--- src/rtl/lsu_msinc_master.sv ---
// lsu_msinc_master -- load/store initiator from the MEM stage to a word-wide
// memory. The memory has a synchronous write port and an asynchronous read port.
//
// Accepts one byte-addressed load or store per req/ready handshake. Load data
// is returned aligned and extended on a 1-cycle rvalid pulse. The memory only
// writes whole 32-bit words, so sub-word stores are done as read-modify-write.
//
// Build option: define LSU_SUBWORD_EN to enable byte/half accesses. When it is
// undefined, only word accesses are legal and the lane shifter and merge
// logic are not built.
//
// Ports:
//   clk_i, rst_ni     clock, async active-low reset
//   req_i             request, accepted when req_i && ready_o
//   we_i              1 = store, 0 = load
//   size_i            00 byte, 01 half, 10 word, 11 illegal
//   sext_i            loads: 1 = sign-extend, 0 = zero-extend
//   addr_i            byte address; [1:0] lane, [ADDR_W+1:2] word index
//   wdata_i           store data, right-aligned
//   ready_o           idle, can accept
//   rvalid_o, rdata_o load result pulse / data (rdata_o holds between loads)
//   err_o             misaligned/illegal request pulse
//   mem_we_o, mem_addr_r_o, mem_addr_w_o, mem_data_w_o   memory write/read pins
//   mem_data_r_i      memory read data (combinational from mem_addr_r_o)

// A single byte lane of the RMW merge: take the new byte when the lane is
// enabled, otherwise keep the byte read from memory.
module lsu_msinc_lane (
  input  logic       en,
  input  logic [7:0] oldByte,
  input  logic [7:0] newByte,
  output logic [7:0] outByte
);
  assign outByte = en ? newByte : oldByte;
endmodule

module lsu_msinc_master #(
  parameter int ADDR_W = 12
) (
  input  logic              clk_i,
  input  logic              rst_ni,
  input  logic              req_i,
  input  logic              we_i,
  input  logic [1:0]        size_i,
  input  logic              sext_i,
  input  logic [ADDR_W+1:0] addr_i,
  input  logic [31:0]       wdata_i,
  output logic              ready_o,
  output logic              rvalid_o,
  output logic [31:0]       rdata_o,
  output logic              err_o,
  output logic              mem_we_o,
  output logic [ADDR_W-1:0] mem_addr_r_o,
  output logic [ADDR_W-1:0] mem_addr_w_o,
  output logic [31:0]       mem_data_w_o,
  input  logic [31:0]       mem_data_r_i
);

  localparam int NUM_LANES = 4;

  typedef enum logic [2:0] {IDLE, LOAD, RMW_RD, WRITE, ERR} state_t;

  state_t            state, stateNxt;
  logic              accept, legal;
  logic [ADDR_W-1:0] idxQ;
  logic [31:0]       dataWQ;
  logic [31:0]       rdataQ;
  logic              rvalidQ;
  logic [31:0]       loadVal;

  assign accept = req_i && (state == IDLE);

  // ---------------------------------------------------------------------------
  // Alignment / size legality, evaluated on the live request in IDLE
  // ---------------------------------------------------------------------------
`ifdef LSU_SUBWORD_EN
  assign legal = (size_i == 2'b00) ||
                 (size_i == 2'b01 && !addr_i[0]) ||
                 (size_i == 2'b10 && addr_i[1:0] == 2'b00);
`else
  logic unusedSext;
  assign unusedSext = sext_i;
  assign legal = (size_i == 2'b10) && (addr_i[1:0] == 2'b00);
`endif

  // ---------------------------------------------------------------------------
  // FSM
  // ---------------------------------------------------------------------------
  always_ff @(posedge clk_i or negedge rst_ni) begin
    if (!rst_ni) state <= IDLE;
    else         state <= stateNxt;
  end

  always_comb begin
    stateNxt = IDLE;
    case (state)
      IDLE: begin
        stateNxt = IDLE;
        if (req_i) begin
          if (!legal)                  stateNxt = ERR;
          else if (!we_i)              stateNxt = LOAD;
          else if (size_i == 2'b10)    stateNxt = WRITE;
          else                         stateNxt = RMW_RD;
        end
      end
      LOAD:    stateNxt = IDLE;
      RMW_RD:  stateNxt = WRITE;
      WRITE:   stateNxt = IDLE;
      ERR:     stateNxt = IDLE;
      default: stateNxt = IDLE;
    endcase
  end

  // ---------------------------------------------------------------------------
  // Load extraction and sub-word merge
  // ---------------------------------------------------------------------------
`ifdef LSU_SUBWORD_EN
  logic [1:0]                  sizeQ;
  logic                        sextQ;
  logic [1:0]                  laneQ;
  logic [31:0]                 shifted;
  logic [NUM_LANES-1:0]        byteEn;
  logic [NUM_LANES-1:0][7:0]   oldBytes, newBytes, mergedBytes;

  assign shifted = mem_data_r_i >> {laneQ, 3'b000};

  always_comb begin
    case (sizeQ)
      2'b00:   loadVal = {{24{sextQ & shifted[7]}},  shifted[7:0]};
      2'b01:   loadVal = {{16{sextQ & shifted[15]}}, shifted[15:0]};
      default: loadVal = mem_data_r_i;
    endcase
  end

  // Store data is replicated across the word so each lane picks its own byte.
  assign byteEn   = (sizeQ == 2'b00) ? (4'b0001 << laneQ) : (4'b0011 << laneQ);
  assign newBytes = (sizeQ == 2'b00) ? {4{dataWQ[7:0]}} : {2{dataWQ[15:0]}};
  assign oldBytes = mem_data_r_i;

  for (genvar g = 0; g < NUM_LANES; g++) begin : gLane
    lsu_msinc_lane uLane (
      .en      (byteEn[g]),
      .oldByte (oldBytes[g]),
      .newByte (newBytes[g]),
      .outByte (mergedBytes[g])
    );
  end
`else
  assign loadVal = mem_data_r_i;
`endif

  // ---------------------------------------------------------------------------
  // Datapath registers
  // ---------------------------------------------------------------------------
  always_ff @(posedge clk_i or negedge rst_ni) begin
    if (!rst_ni) begin
      idxQ    <= '0;
      dataWQ  <= '0;
      rdataQ  <= '0;
      rvalidQ <= 1'b0;
`ifdef LSU_SUBWORD_EN
      sizeQ   <= '0;
      sextQ   <= 1'b0;
      laneQ   <= '0;
`endif
    end else begin
      // rvalid follows LOAD by one cycle, so it lands in the ready cycle.
      rvalidQ <= (state == LOAD);
      if (accept) begin
        idxQ <= addr_i[ADDR_W+1:2];
        if (we_i && legal) dataWQ <= wdata_i;
`ifdef LSU_SUBWORD_EN
        sizeQ <= size_i;
        sextQ <= sext_i;
        laneQ <= addr_i[1:0];
`endif
      end
      if (state == LOAD) rdataQ <= loadVal;
`ifdef LSU_SUBWORD_EN
      // Merged word replaces the store data; WRITE then puts it on the pins.
      if (state == RMW_RD) dataWQ <= mergedBytes;
`endif
    end
  end

  // ---------------------------------------------------------------------------
  // Outputs: registers or pure state decode, nothing combinational from req_i
  // ---------------------------------------------------------------------------
  assign ready_o      = (state == IDLE);
  assign err_o        = (state == ERR);
  assign mem_we_o     = (state == WRITE);
  assign rvalid_o     = rvalidQ;
  assign rdata_o      = rdataQ;
  assign mem_addr_r_o = idxQ;
  assign mem_addr_w_o = idxQ;
  assign mem_data_w_o = dataWQ;

endmodule

--- config.mk ---
export PLATFORM = sky130hd
export DESIGN_NAME = lsu_msinc_master
export DESIGN_NICKNAME = d
export VERILOG_FILES = /design/src/rtl/lsu_msinc_master.sv
export SDC_FILE = /design/constraint.sdc
export NUM_CORES = 1
export LEC_CHECK = 0
export BUFFER_PORTS_ARGS = -buffer_cell sky130_fd_sc_hd__buf_2
export CAP_MARGIN = 25
export CORE_ASPECT_RATIO = 1.75
export CORE_MARGIN = 4
export CORE_UTILIZATION = 40
export DETAILED_ROUTE_END_ITERATION = 10
export GPL_TIMING_DRIVEN = 0
export HOLD_SLACK_MARGIN = 0.12
export PLACE_DENSITY = 0.73
export SKIP_LAST_GASP = 1
export SYNTH_ARGS = -nofsm -noshare
export SYNTH_HDL_FRONTEND = slang
export SYNTH_SLANG_ARGS = --single-unit
export TNS_END_PERCENT = 10
--- constraint.sdc ---
create_clock -name clk_i -period 1.8 [get_ports clk_i]
set_input_delay 0.36 -clock clk_i [delete_from_list [all_inputs] [get_ports clk_i]]
set_output_delay 0.36 -clock clk_i [all_outputs]
set_load 0.05 [all_outputs]
# Word level (Yosys, flattened, before mapping)
# Index checks and enable logic that the tools add are counted.
dict set report word_totals {
  reg_bits 80
  input_bits 85
  output_inout_bits 92
}
dict set report op_classes {
  muxes 5
  eq_ne 5
  n_reduce_logical 6
}
# operator count
set op_table {}
lappend op_table {{== test 3 x 2 -> 1 bit (second input constant)} 2}
lappend op_table {{2-to-1 mux 3 bit} 2}
lappend op_table {{case mux 3 bit (2 select lines)} 1}
lappend op_table {{== test 3 x 1 -> 1 bit (second input constant)} 1}
lappend op_table {{== test 3 bit (second input constant)} 1}
lappend op_table {{logical AND 1 bit} 3}
lappend op_table {{zero test 3 bit} 1}
lappend op_table {{== test 2 bit (second input constant)} 1}
lappend op_table {{zero test 2 bit} 1}
lappend op_table {{2-to-1 mux 2 bit} 1}
lappend op_table {{AND reduction 2 bit} 1}
lappend op_table {{2-to-1 mux 1 bit} 1}

# Longest topological paths before layout
dict set report logic_depth {
  word_depth 6
  depth_mapped 5
  ltp_nobuf 3
}

# Least setup slack after synthesis
# Ideal clock, no wire load.
dict set report synth_path {
  path_kind {register to output}
  start {register state[2]}
  end {output err_o}
  required_ps 1440
  slack_ps -328
  arrival_ps 1768
  stages_incl_launch_ff 3
  cell_sequence {dfrtp_1 clkbuf_1 nor3b_1}
}
dict set report synth_between {
  elab_chain_cells 1
}
# item line
set synth_rtl {}
lappend synth_rtl {{start: declaration} 63} ;# state_t state, stateNxt;
lappend synth_rtl {{start signal: assignment} 91} ;# else state <= stateNxt;
lappend synth_rtl {{== test 3 bit} 190} ;# assign err_o = (state == ERR);
lappend synth_rtl {{end: declaration} 51} ;# output logic err_o,
# Every way passes these cells.

# Worst setup path in the final report
dict set report layout_path {
  start {register state[1]}
  end {output mem_we_o}
}
dict set report layout_between {
  elab_chain_cells 1
}
# item line
set layout_rtl {}
lappend layout_rtl {{== test 3 x 2 -> 1 bit} 191} ;# assign mem_we_o = (state == WRITE);
lappend layout_rtl {{end: declaration} 52} ;# output logic mem_we_o,
# Every way passes these cells.

==> flow_metrics.py <==
metrics = {
    "die": {
        "rows": 43,
        "die_w_um": 75.99,
        "start_util_pct": 40.91,
        "pin_count": 177,
        "coreArea_mm2": 0.007909,
        "die_area_mm2": 0.009648,
        "fp.dieH_um": 127.0,
    },
    "clock_tree": {
        "clock_latency_ns": 0.33,
        "clock-sinks": 80,
        "cts_tree": "done",
        "clkTransAtPathRegs_ns": 0.06,
        "cts_buffer_depth": 2,
        "cts_buffers": 9,
        "htree_levels": 3,
        "clock-root-buffer": "clkbuf_16",
    },
    "grt": {
        "grt_pass1_wl_um": 11910,
        "grt_max_degree": 67,
        "antenna_found_initial": 0,
        "grt_pass1_vias": 2362,
        "grt_overflow": 0,
        "grt_usage_pct": 15.66,
    },
    "route": {
        "drtPass1Iterations": 4,
        "drc": 0,
        "drtIter0Drc": 49,
        "routed_wl_um": 7320,
        "wl_per_cell_um": 15.51,
        "vias_per_cell": 4.610,
        "antenna_left": 0,
        "vias": 2176,
    },
    "critical_path": {
        "critical_path_arrival_ns": 1.41,
        "critPathMaxFanout": 6,
        "r2r-start": "state[1]",
        "crit_path_start_kind": "register",
        "path_class": "register to output port",
        "crit_start": "state[1]",
        "crit_required_ns": 1.44,
        "crit_path_end_kind": "output port",
    },
    "logic_synthesis": {
        "ys_ff_latch": 80,
        "avgSynthCellArea_um2": 17.12,
        "synth_area_mm2": 0.003236,
        "synth_nets": 274,
        "synth-seq-area-share_pct": 61.87,
        "synth_cells": 189,
        "yosysWarningCount": 0,
        "synth_cell_type_count": 17,
    },
    "place": {
        "place.gp.congestion": 0.7853,
        "placed_area_mm2": 0.004259,
        "hpwl_um": 5681,
        "dp_cells": 455,
        "io_buffers": 175,
        "post-place-ws_ns": -0.1231,
    },
    "timing": {
        "drv_slew": 0,
        "tightestPinTransition_ns": 0.4673,
        "fmax_ghz": 0.5643,
        "tns_ns": 0,
        "finalCritPeriodShare_pct": 98.46,
        "worst_hold_slack_ns": 0.2546,
        "hold_viol_final": 0,
        "setup_slack_ns": 0.02775,
        "setup_viol": 0,
        "min_period_ns": 1.772,
        "rsz0062_at_grt": "true",
        "clock_skew_ns": 0.005319,
        "slew-limit-headroom_pct": 68.76,
    },
    "cells_and_area": {
        "area_growth_pct": 42.19,
        "n_antenna_cell": 0,
        "fin_area_mm2": 0.004601,
        "nNetsFinal": 462,
        "seq_area_mm2": 0.002002,
        "drive_above_1_share_pct": 76.96,
        "n_fill_cell": 662,
        "multi_input_area_mm2": 0.001089,
        "layoutNonFillerInstCount": 472,
    },
    "pwr": {
        "pwr_density_cell_mw_per_mm2": 1859,
        "leakagePower_nw": 2.522,
        "vdd_drop_max_uv": 1218,
    },
    "hold_path": {
        "hold_start": "wdata_i[23]",
        "hp-class": "input pin to register",
    },
    "status": {
        "status": "finished, final reports clean",
    },
    "job": {
        "drv_cap": 0,
    },
}
Yosys cell counts, drive strengths merged:
library cell | count | area, µm²
nor3b | 3 | 27.52
buf | 20 | 148.9
clkbuf | 1 | 3.750
a21oi | 1 | 5.000
nor2b | 1 | 6.260
dfrtp | 80 | 2002
nor4b | 2 | 38.78
mux2 | 76 | 964.7
inv | 1 | 3.750
nor3 | 2 | 10.01
a211oi | 1 | 7.510
nand3 | 1 | 17.52
report_power, final:
part / switching (mW) / total [mW] / internal (mW)
Combinational: 2.86 / 3.95 / 1.09
Sequential: 0.291 / 2.66 / 2.37
Clock: 0.688 / 1.93 / 1.24
per-stage QoR:
step	total power, mW	util, %
finish	8.550	58.17
global route	8.942	58.17
detailed placement	6.690	53.85
floorplan	5.713	-
global placement	6.616	53.47
CTS	8.660	58.14
layer usage:
metal / track usage, % / routed length (µm) / up-vias
met5: 0 / 0 / -
met4: 10.38 / 332 / 0
met3: 4.795 / 512 / 24
met2: 25.51 / 3853 / 93
met1: 17.51 / 2623 / 1036
li1: - / - / 1023
timing repair:
item	CTS	global route
resized for setup	0	1
hold buffers	1	0
endpoints found under the hold margin	14	0
gates cloned	0	0
buffers inserted	1	0
pin swaps	1	0
setup endpoints to repair	68	31
cells by family (layout without fill, tap and decap cells):
kind of cell / count (synthesis) / in the layout / synth area share (%)
and+or+nand+nor: 9 / 9 / 3.093
buffers and inverters: 22 / 215 / 4.833
DFF: 80 / 80 / 61.87
AOI/OAI and AO/OA: 2 / 2 / 0.3866
muxes: 76 / 76 / 29.81
state kept, by name, summed over array words and instances, names as in the netlist:
register / flops
rvalid_o: 1
mem_addr_r_o: 12
rdata_o: 32
state: 3
mem_data_w_o: 32
final timing paths:
kind | endpoint | slack [ns] | depth (start not counted)
max | mem_we_o | 0.03 | 4
min | mem_data_w_o[23] | 0.25 | 2
max reg2reg | mem_data_w_o[24] | 0.09 | 5
min reg2reg | rdata_o[23] | 0.50 | 1
max in group asynchronous | rdata_o[27] | 0.78 | 3
min in group asynchronous | mem_data_w_o[0] | 0.44 | 2
worst max-delay path, stage by stage, from the launching register on:
cell	delay, ns
dfrtp_1	0.31
buf_2	0.20
inv_1	0.08
nor3b_1	0.19
buf_2	0.30
area by class of cell:
class | count | share of cell area, %
Clock buffer | 10 | 5.194
Buffer | 20 | 3.236
Clock inverter | 6 | 1.795
Tap cell | 90 | 2.448
Inverter | 1 | 0.08159
Multi-Input combinational cell | 87 | 23.66
Sequential cell | 80 | 43.51
Timing Repair Buffer | 178 | 20.07
cells in the final DEF (no fill, tap or decap):
cell             n
nor4b_2          1
clkinvlp_4       1
clkbuf_8         1
nor4b_4          1
mux2_2          47
inv_1            1
clkinv_2         3
nor2b_1          1
nand3_4          1
buf_6            3
mux2_4          29
a211oi_1         1
buf_4           14
nor3b_2          1
nor3b_4          1
buf_2          179
a21oi_1          1
dlygate4sd3_1    1
buf_16           1
dfrtp_1         80
nor3_1           2
bufinv_16        2
nor3b_1          1
clkbuf_16        9
Note: power is estimated with default switching activity, not from simulation.
